===== src/rtl/boot_pkg.sv =====
// -----------------------------------------------------------------------------
// boot_pkg
// Shared types and constants for the boot_loader block.
//   boot_state_e : loader FSM states
//   WORD_W       : instruction word width (bits)
//   LEN_W        : width of the image-length field in the stream header (bits)
// -----------------------------------------------------------------------------
package boot_pkg;

   localparam int WORD_W = 32;
   localparam int LEN_W  = 16;

   typedef enum logic [2:0] {
      IDLE,
      LEN_LO,
      LEN_HI,
      DATA,
      CSUM,
      DONE,
      ERROR
   } boot_state_e;

endpackage : boot_pkg


===== src/rtl/boot_word_packer.sv =====
// -----------------------------------------------------------------------------
// boot_word_packer
// Collects bytes into little-endian 32-bit words. The first byte of a word
// becomes bits [7:0] and the fourth byte becomes bits [31:24].
// Ports:
//   clk        in  : system clock, rising edge
//   reset      in  : asynchronous active-high reset, clears the partial word
//   accept     in  : a byte is taken this cycle
//   rx_byte    in  : the byte being taken
//   word       out : completed word, valid while word_done is high
//   word_done  out : combinational pulse, high when the 4th byte is taken
// -----------------------------------------------------------------------------
module boot_word_packer
   import boot_pkg::*;
(
   input  logic              clk,
   input  logic              reset,
   input  logic              accept,
   input  logic [7:0]        rx_byte,
   output logic [WORD_W-1:0] word,
   output logic              word_done
);

   logic [1:0]        cnt_q;
   logic [WORD_W-1:0] shift_q;

   // NOTE: every register here has a defined reset value so a reset mid-load
   // leaves no stale partial word behind; sequential state uses <= only.
   always_ff @(posedge clk or posedge reset) begin
      if (reset) begin
         cnt_q   <= 2'd0;
         shift_q <= '0;
      end else if (accept) begin
         cnt_q   <= cnt_q + 2'd1;
         shift_q <= {rx_byte, shift_q[WORD_W-1:8]};
      end
   end

   // The word is presented in the same cycle as its last byte so the top can
   // register it at the accepting edge.
   assign word      = {rx_byte, shift_q[WORD_W-1:8]};
   assign word_done = accept && (cnt_q == 2'd3);

endmodule : boot_word_packer


===== src/rtl/boot_loader.sv =====
// -----------------------------------------------------------------------------
// boot_loader
// Receives a byte stream (LEN_LO, LEN_HI, then 4*N data bytes, LSB first per
// word) and writes the packed words to imem from address 0. Holds the core in
// reset until the image is loaded.
// Optional feature macro: BOOT_CHECKSUM_EN -- one trailing byte holding the
// mod-256 sum of all data bytes; a mismatch ends in ERROR.
// Parameters:
//   ADDR_W     : imem word-address width
//   MAX_WORDS  : largest accepted image in words (<= 2**ADDR_W)
// Ports:
//   clk, reset            : clock, asynchronous active-high reset
//   rx_data/valid/ready   : byte stream handshake
//   imem_we/addr/wdata    : registered one-cycle imem write
//   core_reset            : reset to riscv_core, low only in DONE
//   done, error           : terminal-state flags
// -----------------------------------------------------------------------------
module boot_loader
   import boot_pkg::*;
#(
   parameter int ADDR_W    = 8,
   parameter int MAX_WORDS = 256
) (
   input  logic              clk,
   input  logic              reset,
   input  logic [7:0]        rx_data,
   input  logic              rx_valid,
   output logic              rx_ready,
   output logic              imem_we,
   output logic [ADDR_W-1:0] imem_addr,
   output logic [WORD_W-1:0] imem_wdata,
   output logic              core_reset,
   output logic              done,
   output logic              error
);

   localparam logic [LEN_W-1:0] MAX_LEN = LEN_W'(MAX_WORDS);

   boot_state_e       state_q,      state_d;
   logic [7:0]        len_lo_q,     len_lo_d;
   logic [LEN_W-1:0]  len_q,        len_d;
   logic [LEN_W-1:0]  word_cnt_q,   word_cnt_d;
   logic              imem_we_q,    imem_we_d;
   logic [ADDR_W-1:0] imem_addr_q,  imem_addr_d;
   logic [WORD_W-1:0] imem_wdata_q, imem_wdata_d;
`ifdef BOOT_CHECKSUM_EN
   logic [7:0]        sum_q,        sum_d;
`endif

   logic [LEN_W-1:0]  rx_len;
   logic              all_written;
   logic              pack_accept;
   logic [WORD_W-1:0] pack_word;
   logic              pack_done;

   assign rx_len      = {rx_data, len_lo_q};
   assign all_written = (word_cnt_q == len_q);

   // Decoded straight from state (not from rx_ready) to keep the packer
   // strobe out of the next-state combinational path.
   assign pack_accept = rx_valid && (state_q == DATA) && !all_written;

   boot_word_packer u_packer (
      .clk       (clk),
      .reset     (reset),
      .accept    (pack_accept),
      .rx_byte   (rx_data),
      .word      (pack_word),
      .word_done (pack_done)
   );

   always_ff @(posedge clk or posedge reset) begin
      if (reset) begin
         state_q      <= IDLE;
         len_lo_q     <= '0;
         len_q        <= '0;
         word_cnt_q   <= '0;
         imem_we_q    <= 1'b0;
         imem_addr_q  <= '0;
         imem_wdata_q <= '0;
`ifdef BOOT_CHECKSUM_EN
         sum_q        <= '0;
`endif
      end else begin
         state_q      <= state_d;
         len_lo_q     <= len_lo_d;
         len_q        <= len_d;
         word_cnt_q   <= word_cnt_d;
         imem_we_q    <= imem_we_d;
         imem_addr_q  <= imem_addr_d;
         imem_wdata_q <= imem_wdata_d;
`ifdef BOOT_CHECKSUM_EN
         sum_q        <= sum_d;
`endif
      end
   end

   // NOTE: every output of this block is given a default before the case so
   // no path leaves a signal unassigned and no latch is inferred.
   always_comb begin
      state_d      = state_q;
      len_lo_d     = len_lo_q;
      len_d        = len_q;
      word_cnt_d   = word_cnt_q;
      imem_we_d    = 1'b0;
      imem_addr_d  = imem_addr_q;
      imem_wdata_d = imem_wdata_q;
`ifdef BOOT_CHECKSUM_EN
      sum_d        = sum_q;
`endif
      rx_ready     = 1'b0;

      case (state_q)
         IDLE: state_d = LEN_LO;

         LEN_LO: begin
            rx_ready = 1'b1;
            if (rx_valid) begin
               len_lo_d = rx_data;
               state_d  = LEN_HI;
            end
         end

         LEN_HI: begin
            rx_ready = 1'b1;
            if (rx_valid) begin
               if (rx_len == '0) begin
                  state_d = DONE;
               end else if (rx_len > MAX_LEN) begin
                  state_d = ERROR;
               end else begin
                  len_d   = rx_len;
                  state_d = DATA;
               end
            end
         end

         DATA: begin
            if (all_written) begin
               // The last write strobe is on the bus this cycle; leaving DATA
               // only now makes the release land one cycle after the strobe.
               // rx_ready stays low so no byte beyond the image is consumed.
`ifdef BOOT_CHECKSUM_EN
               state_d = CSUM;
`else
               state_d = DONE;
`endif
            end else begin
               rx_ready = 1'b1;
`ifdef BOOT_CHECKSUM_EN
               if (rx_valid) begin
                  sum_d = sum_q + rx_data;
               end
`endif
               if (pack_done) begin
                  imem_we_d    = 1'b1;
                  imem_addr_d  = ADDR_W'(word_cnt_q);
                  imem_wdata_d = pack_word;
                  word_cnt_d   = word_cnt_q + 1'b1;
               end
            end
         end

`ifdef BOOT_CHECKSUM_EN
         CSUM: begin
            rx_ready = 1'b1;
            if (rx_valid) begin
               state_d = (rx_data == sum_q) ? DONE : ERROR;
            end
         end
`endif

         DONE, ERROR: ;

         default: state_d = ERROR;
      endcase
   end

   assign imem_we    = imem_we_q;
   assign imem_addr  = imem_addr_q;
   assign imem_wdata = imem_wdata_q;
   assign core_reset = (state_q != DONE);
   assign done       = (state_q == DONE);
   assign error      = (state_q == ERROR);

endmodule : boot_loader


===== config.mk =====
export PLATFORM = sky130hd
export DESIGN_NAME = boot_loader
export DESIGN_NICKNAME = d
export VERILOG_FILES = /design/src/rtl/boot_pkg.sv /design/src/rtl/boot_word_packer.sv /design/src/rtl/boot_loader.sv
export SDC_FILE = /design/constraint.sdc
export NUM_CORES = 1
export LEC_CHECK = 0
export ABC_AREA = 1
export BUFFER_PORTS_ARGS = -buffer_cell sky130_fd_sc_hd__buf_2
export CORE_MARGIN = 8
export CORE_UTILIZATION = 52
export CTS_CLUSTER_SIZE = 14
export DETAILED_ROUTE_END_ITERATION = 16
export PLACE_DENSITY = 0.83
export SLEW_MARGIN = 20
export SYNTH_ARGS = -nofsm -noshare
export SYNTH_HDL_FRONTEND = slang
export SYNTH_SLANG_ARGS = --single-unit

===== constraint.sdc =====
create_clock -name clk -period 10.6 [get_ports clk]
set_input_delay 2.12 -clock clk [delete_from_list [all_inputs] [get_ports clk]]
set_output_delay 2.12 -clock clk [all_outputs]
set_load 0.005 [all_outputs]

==> key figures, run 1 <==
Outcome
  – Status: finished, final reports clean

Worst setup path
  – Crit-path slowest cell: dfrtp_1
  – Worst path arrival time: about 1.9 ns
  – Startpoint types: flop
  – Crit path largest cell delay: 0.58 ns
  – Crit. End Element: output pin
  – Critical path class: flop to output pin
  – Crit-path cells: inv_2, nand2_1, nand2_1, nor2_1, nand2_1, nor2_1, nand2_2, nand2_1, nand2_1, buf_2
  – Worst EP required: 8.48 ns
  – Crit path max fanout: 9
  – Cell mode on critical path: nand2_1

Run
  – MaxCap Viol Count: 0

Synth
  – Top post-synthesis cells by area: dfrtp_1 52%, nand2_1 20%, nand4_1 6.9%
  – Top FF cell, synth: dfrtp_1
  – Mapped Area: 5260 µm²
  – Synth Instances: 667
  – Count leader, synth: nand2_1
  – Top cells by count, synth: 275 x nand2_1, 110 x dfrtp_1, 58 x nand4_1
  – Async S/R FF share, synth: 100%
  – Mapped Nets: 680
  – Synth cell types: 24
  – Number of flops mapped to enable cells by yosys: 0
  – Area leader, netlist: dfrtp_1
  – Synth Warn #: 0
  – Seq/Total Area, Yosys: a little over half
  – Seq cells post-synth: 110
  – Top cell type's share of synthesized area: 52.3%
  – Mean Syn Cell Area: 7.88 µm²

Global routing
  – Largest net degree at the start of global routing: 77
  – Vias in the first global route: around 4100
  – Antenna violations before repair: 0
  – First-pass GRT wire length: 19.3 mm
  – Gr usage total: 17.3%
  – Gr ovfl total: 0

Die
  – Die area: 13600 µm²
  – I/O pins: 56
  – Chip width: 117 µm
  – Die height: 117 µm
  – Starting Density: ~54%
  – Row Count: 36
  – Core Area: 9820 µm²

STA
  – Slew HR: 25.4%
  – Max frequency: 250 MHz
  – TNS Setup: 0 ns
  – Worst Tran Pin Value: 1.12 ns
  – Final hold vios: 0
  – Final min period: 4.00 ns
  – Final WS setup: 6.60 ns
  – Skew final: 0.0202 ns
  – Final setup viols: 0
  – Pins Over Slew Limit: 0
  – RSZ-0062 raised after global routing: no
  – Period utilization: 37.7%

Finish
  – Area delta synth->final: 8.85%
  – Nets: around 700
  – Antenna diodes: 0
  – Layout cells sized above 1: 12.8%
  – Final core occ: 58.3%
  – Design Area, Final: around 5700 µm²
  – Fillers: about 900

Power
  – P per Cell Area: between 100 and 150 nW/µm²
  – Pleak: about 0.0032 µW
  – Max VDD drop: around 0.078 mV

Route
  – Post-route ant nets: 0
  – Routed length per instance: around 14 µm
  – DRT Wirelength: around 11 mm
  – Routed vias: 4454
  – Residual DRC count: 0
  – DRT Pass-1 Iters: 5
  – Vias/cell: approximately 5.3
  – Initial drt markers: about 360

Clock network
  – TritonCTS clock tree: yes
  – TritonCTS buffer count: 9
  – Clock-pin slew on the worst setup and hold paths: 0.11 ns
  – Post-CTS Resized: 0
  – H-tree depth: 3
  – Root Driver: clkbuf_8
  – CTS Hold Bufs: 0
  – Postcts setup bufs: 0
  – CTS Buffer Depth: 2
  – CTS sink count: 110
  – Worst-skew pair later-pin latency: between 0.3 and 0.4 ns

Place
  – Worst slack, placed: 6.03 ns
  – Number of I/O port buffers: 55
  – Placed Area: 5500 µm²
  – Detailed placer's ending HPWL: 7.56 mm
  – GPL Wtd Cong: 0.885

Min path
  – Worst Hold Class: flop to flop
## cell usage in the layout, fill, tap and decap left out, types with 2 or more instances in the layout
| cell | count |
|---|---|
| a21oi_1 | 7 |
| buf_2 | 55 |
| buf_4 | 3 |
| clkbuf_8 | 9 |
| clkinv_8 | 3 |
| dfrtp_1 | 110 |
| inv_1 | 49 |
| inv_2 | 8 |
| inv_8 | 2 |
| nand2_1 | 275 |
| nand2_2 | 2 |
| nand3_1 | 34 |
| nand4_1 | 58 |
| nor2_1 | 47 |
| nor3_1 | 2 |
| o21ai_0 | 20 |
| o21ai_1 | 4 |
| xor2_1 | 7 |
## sequential cells by signal, indices dropped and copies added (netlist names)
| name | flops |
|---|---|
| imem_addr | 8 |
| imem_wdata | 32 |
| imem_we | 1 |
| len_lo_q | 8 |
| len_q | 16 |
| state_q | 3 |
| u_packer.cnt_q | 2 |
| u_packer.shift_q | 24 |
| word_cnt_q | 16 |
## final timing paths
kind	from	cells past startpoint	to	slack [ns]
setup / recovery	word_cnt_q[4]$_DFFE_PP0P_	10	rx_ready	6.60
hold / removal	imem_wdata[9]$_DFFE_PP0P_	2	imem_wdata[9]$_DFFE_PP0P_	0.48
setup reg to reg	word_cnt_q[4]$_DFFE_PP0P_	11	word_cnt_q[10]$_DFFE_PP0P_	7.82
hold reg to reg	imem_wdata[9]$_DFFE_PP0P_	2	imem_wdata[9]$_DFFE_PP0P_	0.48
max in group asynchronous	reset	3	imem_addr[0]$_DFFE_PP0P_	7.59
min in group asynchronous	reset	2	imem_wdata[1]$_DFFE_PP0P_	1.78
## through the flow
stage / cells / hold slack (ns) / total power, µW
floorplan: 667 / 0.442 / 436
global placement: 822 / 0.451 / 442
detailed placement: 822 / 0.455 / 442
CTS: 838 / 0.484 / 702
global route: 838 / 0.505 / 718
finish: 838 / 0.480 / 698
## metal layers
metal / share of wire [%] / global-route usage (%) / wire length (µm) / up-vias
met1: 46 / 23.6 / 5200 / 2090
met2: 46 / 27.5 / 5250 / 156
met4: 1.2 / 4.69 / 135 / 0
li1: - / - / - / 2193
met5: 0 / 0 / 0 / -
met3: 6.9 / 3.57 / 781 / 15
## logic make-up after synthesis
| kind of cell | count (synthesis) | synth area share (%) |
|---|---|---|
| xor gates and xnor gates | 7 | 1.17 |
| and+or+nand+nor | 423 | 34.4 |
| AOI/OAI and AO/OA | 31 | 2.95 |
| adders and majority gates | 2 | 0.476 |
| buffers and inverters | 94 | 8.64 |
| DFF | 110 | 52.3 |
## report_power, final
group,internal (µW),switching [µW]
Sequential,420,0.0582
Combinational,2.28,11.5
Clock,98.8,166
Total,521,177
## critical path: cells and delay by family (launching register included)
family,cells,cell delay [ns]
AND/OR/NAND/NOR,8,0.70
flip-flops,1,0.58
buffers and inverters,2,0.22
## layout make-up
class,instances,area [µm²],area share (%)
sequential,110,2750,48.1
multi-input combinational,463,2070,36.1
timing repair buffer,58,298,5.20
inverter,58,220,3.85
tap,133,166,2.91
clock buffer,9,124,2.16
clock inverter,7,96.3,1.68
No activity file was read; power rests on OpenSTA's default activity.
==> inputs of run 2 (changes only) <==
Settings changed: PLACE_DENSITY 0.83 to 0.86.
Clock period 10.6 ns to 3.42 ns, I/O delays scaled along.
==> run 2 against run 1 <==
Against the previous run: cell area grew 0.76%; highest routed layer unchanged; sequential power grew to 3.1 times the previous value; final cell count grew 0.72%; critical path depth is the same; largest power group unchanged; hold slack lost 0.020 ns.
==> key figures, run 2 (synthesis gave the netlist of run 1 again) <==
Worst setup path
  – Critical path class: flop to output pin
  – Crit path max fanout: 23 (+14)
  – Worst R2R Setup Slack: 0.76 ns (-7.06 ns)
  – Reg-to-Reg End: u_packer.shift_q[26]$_DFFE_PP0N_
  – Crit path largest cell delay: 0.45 ns (-0.13 ns)
  – Cells on worst reg2reg path: 10 (-1)
  – RR Startpoint: word_cnt_q[4]$_DFFE_PP0P_
  – Startpoint types: flop
  – Crit-path slowest cell: dfrtp_1
  – Crit-path cells: inv_1, nand2_1, nand2_1, nor2_1, nand2_1, nor2_1, nand2_2, nand2_1, nand2_1, buf_2
  – Crit. End Element: output pin
  – Cell mode on critical path: nand2_1
  – Worst EP required: 2.74 ns (-5.74 ns)
  – Worst path arrival time: 2.14 ns (+0.26 ns)

STA
  – Slew HR: 43.7% (+18 points)
  – Final setup viols: 0 (unchanged)
  – Final hold vios: 0 (unchanged)
  – TNS Setup: 0 ns (unchanged)
  – Period utilization: 82.7%
  – Skew final: 0.0100 ns (-0.0101 ns)
  – Final min period: 2.83 ns
  – Worst Tran Pin Value: 0.842 ns (-0.277 ns)
  – Max frequency: approximately 350 MHz
  – Hold Slack: 0.461 ns (-0.0197 ns)
  – RSZ-0062 raised after global routing: no
  – Pins Over Slew Limit: 0 (unchanged)

Clock network
  – CTS Buffer Depth: 2 (unchanged)
  – TritonCTS buffer count: 9 (unchanged)
  – TritonCTS clock tree: yes
  – Root Driver: clkbuf_8
  – CTS sink count: 110 (unchanged)
  – Worst-skew pair later-pin latency: 0.37 ns (about the same)
  – H-tree depth: 3 (unchanged)
  – Post-CTS Resized: 0 (unchanged)
  – CTS Hold Bufs: 0 (unchanged)
  – Postcts setup bufs: 0 (unchanged)
  – Clock-pin slew on the worst setup and hold paths: 0.10 ns (about the same)

Finish
  – Layout cells sized above 1: 13.5% (+0.74 points)
  – Area delta synth->final: 9.68%
  – Design Area, Final: 5770 µm² (+0.76%)
  – Sequential cell area: 2750 µm² (unchanged)
  – Fillers: 880 (-0.23%)
  – Antenna diodes: 0 (unchanged)
  – Commonest non-fill, non-tap cell in the layout: nand2_1
  – Nets: 719 (+0.84%)
  – Multi-input logic area: 2060 µm² (-0.36%)
  – Most frequent cells in the layout: 275 x nand2_1, 110 x dfrtp_1, 58 x nand4_1
  – Max FFs per register: 32 (unchanged)

Die
  – Die height: 117 µm (unchanged)
  – Chip width: 117 µm (unchanged)
  – Core Area: 9820 µm² (unchanged)
  – I/O pins: 56 (unchanged)
  – Row Count: 36 (unchanged)
  – Starting Density: 53.6% (unchanged)
  – Die area: 13600 µm² (unchanged)

Route
  – Met1 wire length: 5.34 mm (+2.7%)
  – Residual DRC count: 0 (unchanged)
  – Routed vias: 4507 (+1.2%)
  – Initial drt markers: 376 (+3.9%)
  – Routed length per instance: 14.2 µm (+4.8%)
  – Highest metal used: met4
  – Post-route ant nets: 0 (unchanged)
  – Met3 WL: 756 µm (-3.2%)
  – Vias/cell: 5.34 (+0.47%)
  – DR WL met2: 5.74 mm (+9.3%)
  – DRT Pass-1 Iters: 5 (unchanged)
  – DRT Wirelength: 12.0 mm (+5.6%)

Global routing
  – Antenna violations before repair: 0 (unchanged)
  – Largest net degree at the start of global routing: 57 (-26%)
  – Vias in the first global route: 4322 (+4.4%)
  – Gr usage total: 18.4% (+1.0 points)
  – Gr ovfl total: 0 (unchanged)
  – First-pass GRT wire length: 20.2 mm (+4.9%)

Run
  – MaxCap Viol Count: 0 (unchanged)

Place
  – Placed Area: 5560 µm² (+1.1%)
  – GPL Wtd Cong: 0.936 (+5.8%)
  – Number of I/O port buffers: 55 (unchanged)
  – Detailed placer's ending HPWL: 8.41 mm (+11%)

Power
  – P per Cell Area: 377 nW/µm² (+210%)
  – Max VDD drop: 0.288 mV (+270%)
  – Pleak: 0.00326 µW (+0.86%)

Outcome
  – Status: finished, final reports clean

Min path
  – Worst Hold Class: input port to async pin
run 2: cell count changes in the layout (fill, tap and decap cells not counted):
cell	delta
inv_8	-1
buf_4	+5
clkinv_8	-3
buf_12	+1
inv_12	-1
inv_4	-1
clkinv_4	+1
nand3_2	+1
bufinv_16	+1
inv_6	+1
clkinvlp_4	+2
nand3_4	-1
clkbuf_8	+1
run 2: power breakdown:
part / switching (µW) / leakage, µW / internal, µW
clock network: 458 / 0.000105 / 371
registers: 0.194 / 0.00149 / 1300
logic: 37.0 / 0.00167 / 9.34
run 2: stage by stage:
stage	util [%]	cells	total power, µW	worst slack [ns]
2_1_floorplan	-	667	1350	1.41
3_3_place_gp	56.6	828	1370	0.964
3_5_place_dp	56.6	828	1370	0.818
4_1_cts	58.7	844	2190	0.575
5_1_grt	58.7	844	2240	0.377
6_report	58.7	844	2180	0.592
run 2: routing by layer:
layer	vias up	global-route usage, %
li1	2196	-
met1	2141	23.4
met2	154	30.0
met3	16	4.65
met4	0	6.23
met5	-	0
run 2: cell type report:
class / count / area share, %
Sequential cell: 110 / 47.7
Multi-Input combinational cell: 463 / 35.7
Timing Repair Buffer: 64 / 6.16
Inverter: 58 / 3.84
Tap cell: 133 / 2.89
Clock buffer: 10 / 2.39
Clock inverter: 6 / 1.30
run 2: critical path: cells and delay by family, from the launching register on:
kind,cells,cell delay (ns)
buf+inv,2,0.22
flops,1,0.45
simple gates,8,1.09
run 2: worst max-delay path by stage:
stage	from	to	slack, ns
2_1_floorplan	reset	imem_addr[0]$_DFFE_PP0P_	1.41
3_3_place_gp	word_cnt_q[7]$_DFFE_PP0P_	u_packer.shift_q[27]$_DFFE_PP0N_	0.96
3_5_place_dp	word_cnt_q[7]$_DFFE_PP0P_	u_packer.shift_q[26]$_DFFE_PP0N_	0.82
4_1_cts	word_cnt_q[0]$_DFFE_PP0P_	rx_ready	0.58
5_1_grt	word_cnt_q[3]$_DFFE_PP0P_	rx_ready	0.38
6_report	word_cnt_q[0]$_DFFE_PP0P_	rx_ready	0.59
==> inputs of run 3 (changes only) <==
Clock period 3.42 ns to 2.45 ns, I/O delays scaled along.
==> run 3 against run 2 <==
Against the previous run: hold slack lost 0.31 ns; critical path type unchanged; utilization up 0.14 points; non-clock buffer count up 3.
==> key figures, run 3 (synthesis gave the netlist of run 1 again) <==
Die
  – Die area: 13600 µm² (unchanged)
  – Chip width: 117 µm (unchanged)
  – Row Count: 36 (unchanged)
  – I/O pins: 56 (unchanged)
  – Die height: 117 µm (unchanged)
  – Starting Density: 53.6% (unchanged)
  – Core Area: 9820 µm² (unchanged)

Global routing
  – Gr ovfl total: 0 (unchanged)
  – Gr usage total: 18.2% (-0.19 points)
  – Antenna violations before repair: 0 (unchanged)
  – Largest net degree at the start of global routing: 66 (+16%)
  – First-pass GRT wire length: 19.9 mm (-1.4%)
  – Vias in the first global route: 4207 (-2.7%)

Finish
  – Layout cells sized above 1: 14.8% (+1.3 points)
  – Area delta synth->final: 9.95%
  – Nets: 722 (+0.42%)
  – Commonest non-fill, non-tap cell in the layout: nand2_1
  – Antenna diodes: 0 (unchanged)
  – Most frequent cells in the layout: 274 x nand2_1, 104 x dfrtp_1, 58 x nand4_1
  – Non-Filler Instances: 847 (+0.36%)
  – Max FFs per register: 32 (unchanged)

Route
  – Residual DRC count: 0 (unchanged)
  – Routed vias: 4545 (+0.84%)
  – Routed length per instance: 14.0 µm (-1.3%)
  – Initial drt markers: 287 (-24%)
  – DRT Pass-1 Iters: 5 (unchanged)
  – Vias/cell: 5.37 (+0.49%)
  – DRT Wirelength: 11.9 mm (-0.96%)
  – Post-route ant nets: 0 (unchanged)

Worst setup path
  – Worst path arrival time: 1.78 ns (-0.36 ns)
  – Crit. End Element: output pin
  – Crit-path slowest cell: dfrtp_1
  – Crit path max fanout: 7 (-70%)
  – Worst EP required: 1.96 ns (-0.78 ns)
  – Cell mode on critical path: nor2_1
  – CP Buf/Inv Count: 1 (-1)
  – CP Depth: 9 (-1)
  – Crit path largest cell delay: 0.45 ns (about the same)
  – Startpoint types: flop
  – Crit-path cells: nor2_1, nor2_1, nor2_1, nand2_1, nor2_1, nand2_2, nand2_2, nand2_1, buf_2
  – Critical path class: flop to output pin
  – Cells on worst reg2reg path: 8 (-2)
  – Top Family by Delay on Critical Path: simple AND/OR/NAND/NOR gates

Clock network
  – H-tree depth: 3 (unchanged)
  – Clock-pin slew on the worst setup and hold paths: 0.12 ns (+0.02 ns)
  – Root Driver: clkbuf_8
  – CTS sink count: 110 (unchanged)
  – CTS Buffer Depth: 2 (unchanged)
  – TritonCTS clock tree: yes
  – Postcts setup bufs: 0 (unchanged)
  – Worst-skew pair later-pin latency: 0.39 ns (+0.02 ns)
  – TritonCTS buffer count: 9 (unchanged)

Place
  – Number of I/O port buffers: 55 (unchanged)
  – Dpl cells: 831 (+0.36%)
  – GPL Wtd Cong: 0.887 (-5.2%)
  – Detailed placer's ending HPWL: 8.29 mm (-1.4%)

STA
  – Final setup viols: 0 (unchanged)
  – Skew final: 0.0167 ns (+0.00669 ns)
  – Final min period: about 2.3 ns
  – Slew HR: 61.0% (+17 points)
  – Worst Tran Pin Value: 0.584 ns (-0.259 ns)
  – Max frequency: between 400 and 500 MHz
  – Period utilization: 92.7%
  – RSZ-0062 raised after global routing: no
  – Final hold vios: 0 (unchanged)
  – TNS Setup: 0 ns (unchanged)
  – Pins Over Slew Limit: 0 (unchanged)

Power
  – Max VDD drop: 0.376 mV (+31%)
  – Pleak: 0.00326 µW (about the same)
  – P per Cell Area: 512 nW/µm² (+36%)

Min path
  – Worst Hold Class: input port to async pin

Outcome
  – Status: finished, final reports clean

Run
  – MaxCap Viol Count: 0 (unchanged)
-- run 3: power breakdown --
group          switching, µW  internal (µW)  leakage [µW]
clock                    679            403      0.000101
combinational           51.1           13.2       0.00168
sequential             0.257           1810       0.00148
total                    730           2230       0.00326
-- run 3: cell type report --
class                           count  area, µm²
Fill cell                         900       4040
Tap cell                          133        166
Clock buffer                        9        124
Sequential cell                   110       2760
Inverter                           58        221
Timing Repair Buffer               67        378
Multi-Input combinational cell    463       2060
Clock inverter                      7       70.1
-- run 3: through the flow --
step                power (µW)  hold slack (ns)  setup slack, ns  utilization [%]  area, µm²
global route              3060            0.198           0.0385             58.9       5780
floorplan                 1890            0.442            0.631                -       5260
finish                    2960            0.148            0.179             58.9       5780
global placement          1920            0.453            0.574             56.8       5580
detailed placement        1920            0.457            0.502             56.8       5580
CTS                       2980            0.162           0.0755             58.8       5770
-- run 3: metal layers --
layer,GRT usage [%],up-vias,part of all wire [%]
met5,0,-,0
met1,24.5,2147,44
met2,28.7,168,47
met3,3.41,23,6.3
li1,-,2207,-
met4,6.74,0,1.8
-- run 3: repair_timing --
| item | CTS | global route |
|---|---|---|
| setup endpoints to repair | 0 | 1 |
| hold buffers | 0 | 0 |
| gates resized for setup | 0 | 7 |
-- run 3: worst reg2reg max path: stages, from the launching register on --
cell and delay [ns]:
dfrtp_1 0.45, nor2_1 0.13, nor2_1 0.06, nor2_1 0.11, nand2_1 0.07, nor2_1 0.11
nand2_2 0.14, nand2_2 0.48, o21ai_0 0.19
-- run 3: worst paths after layout --
path	end	slack [ns]	from
setup / recovery	rx_ready	0.18	word_cnt_q[1]$_DFFE_PP0P_
hold / removal	imem_wdata[3]$_DFFE_PP0P_	0.15	reset
setup reg to reg	u_packer.shift_q[26]$_DFFE_PP0N_	0.57	word_cnt_q[1]$_DFFE_PP0P_
hold reg to reg	u_packer.shift_q[8]$_DFFE_PP0N_	0.48	u_packer.shift_q[8]$_DFFE_PP0N_
max in group asynchronous	word_cnt_q[6]$_DFFE_PP0P_	1.57	reset
min in group clk	imem_wdata[31]$_DFFE_PP0P_	0.39	rx_data[7]
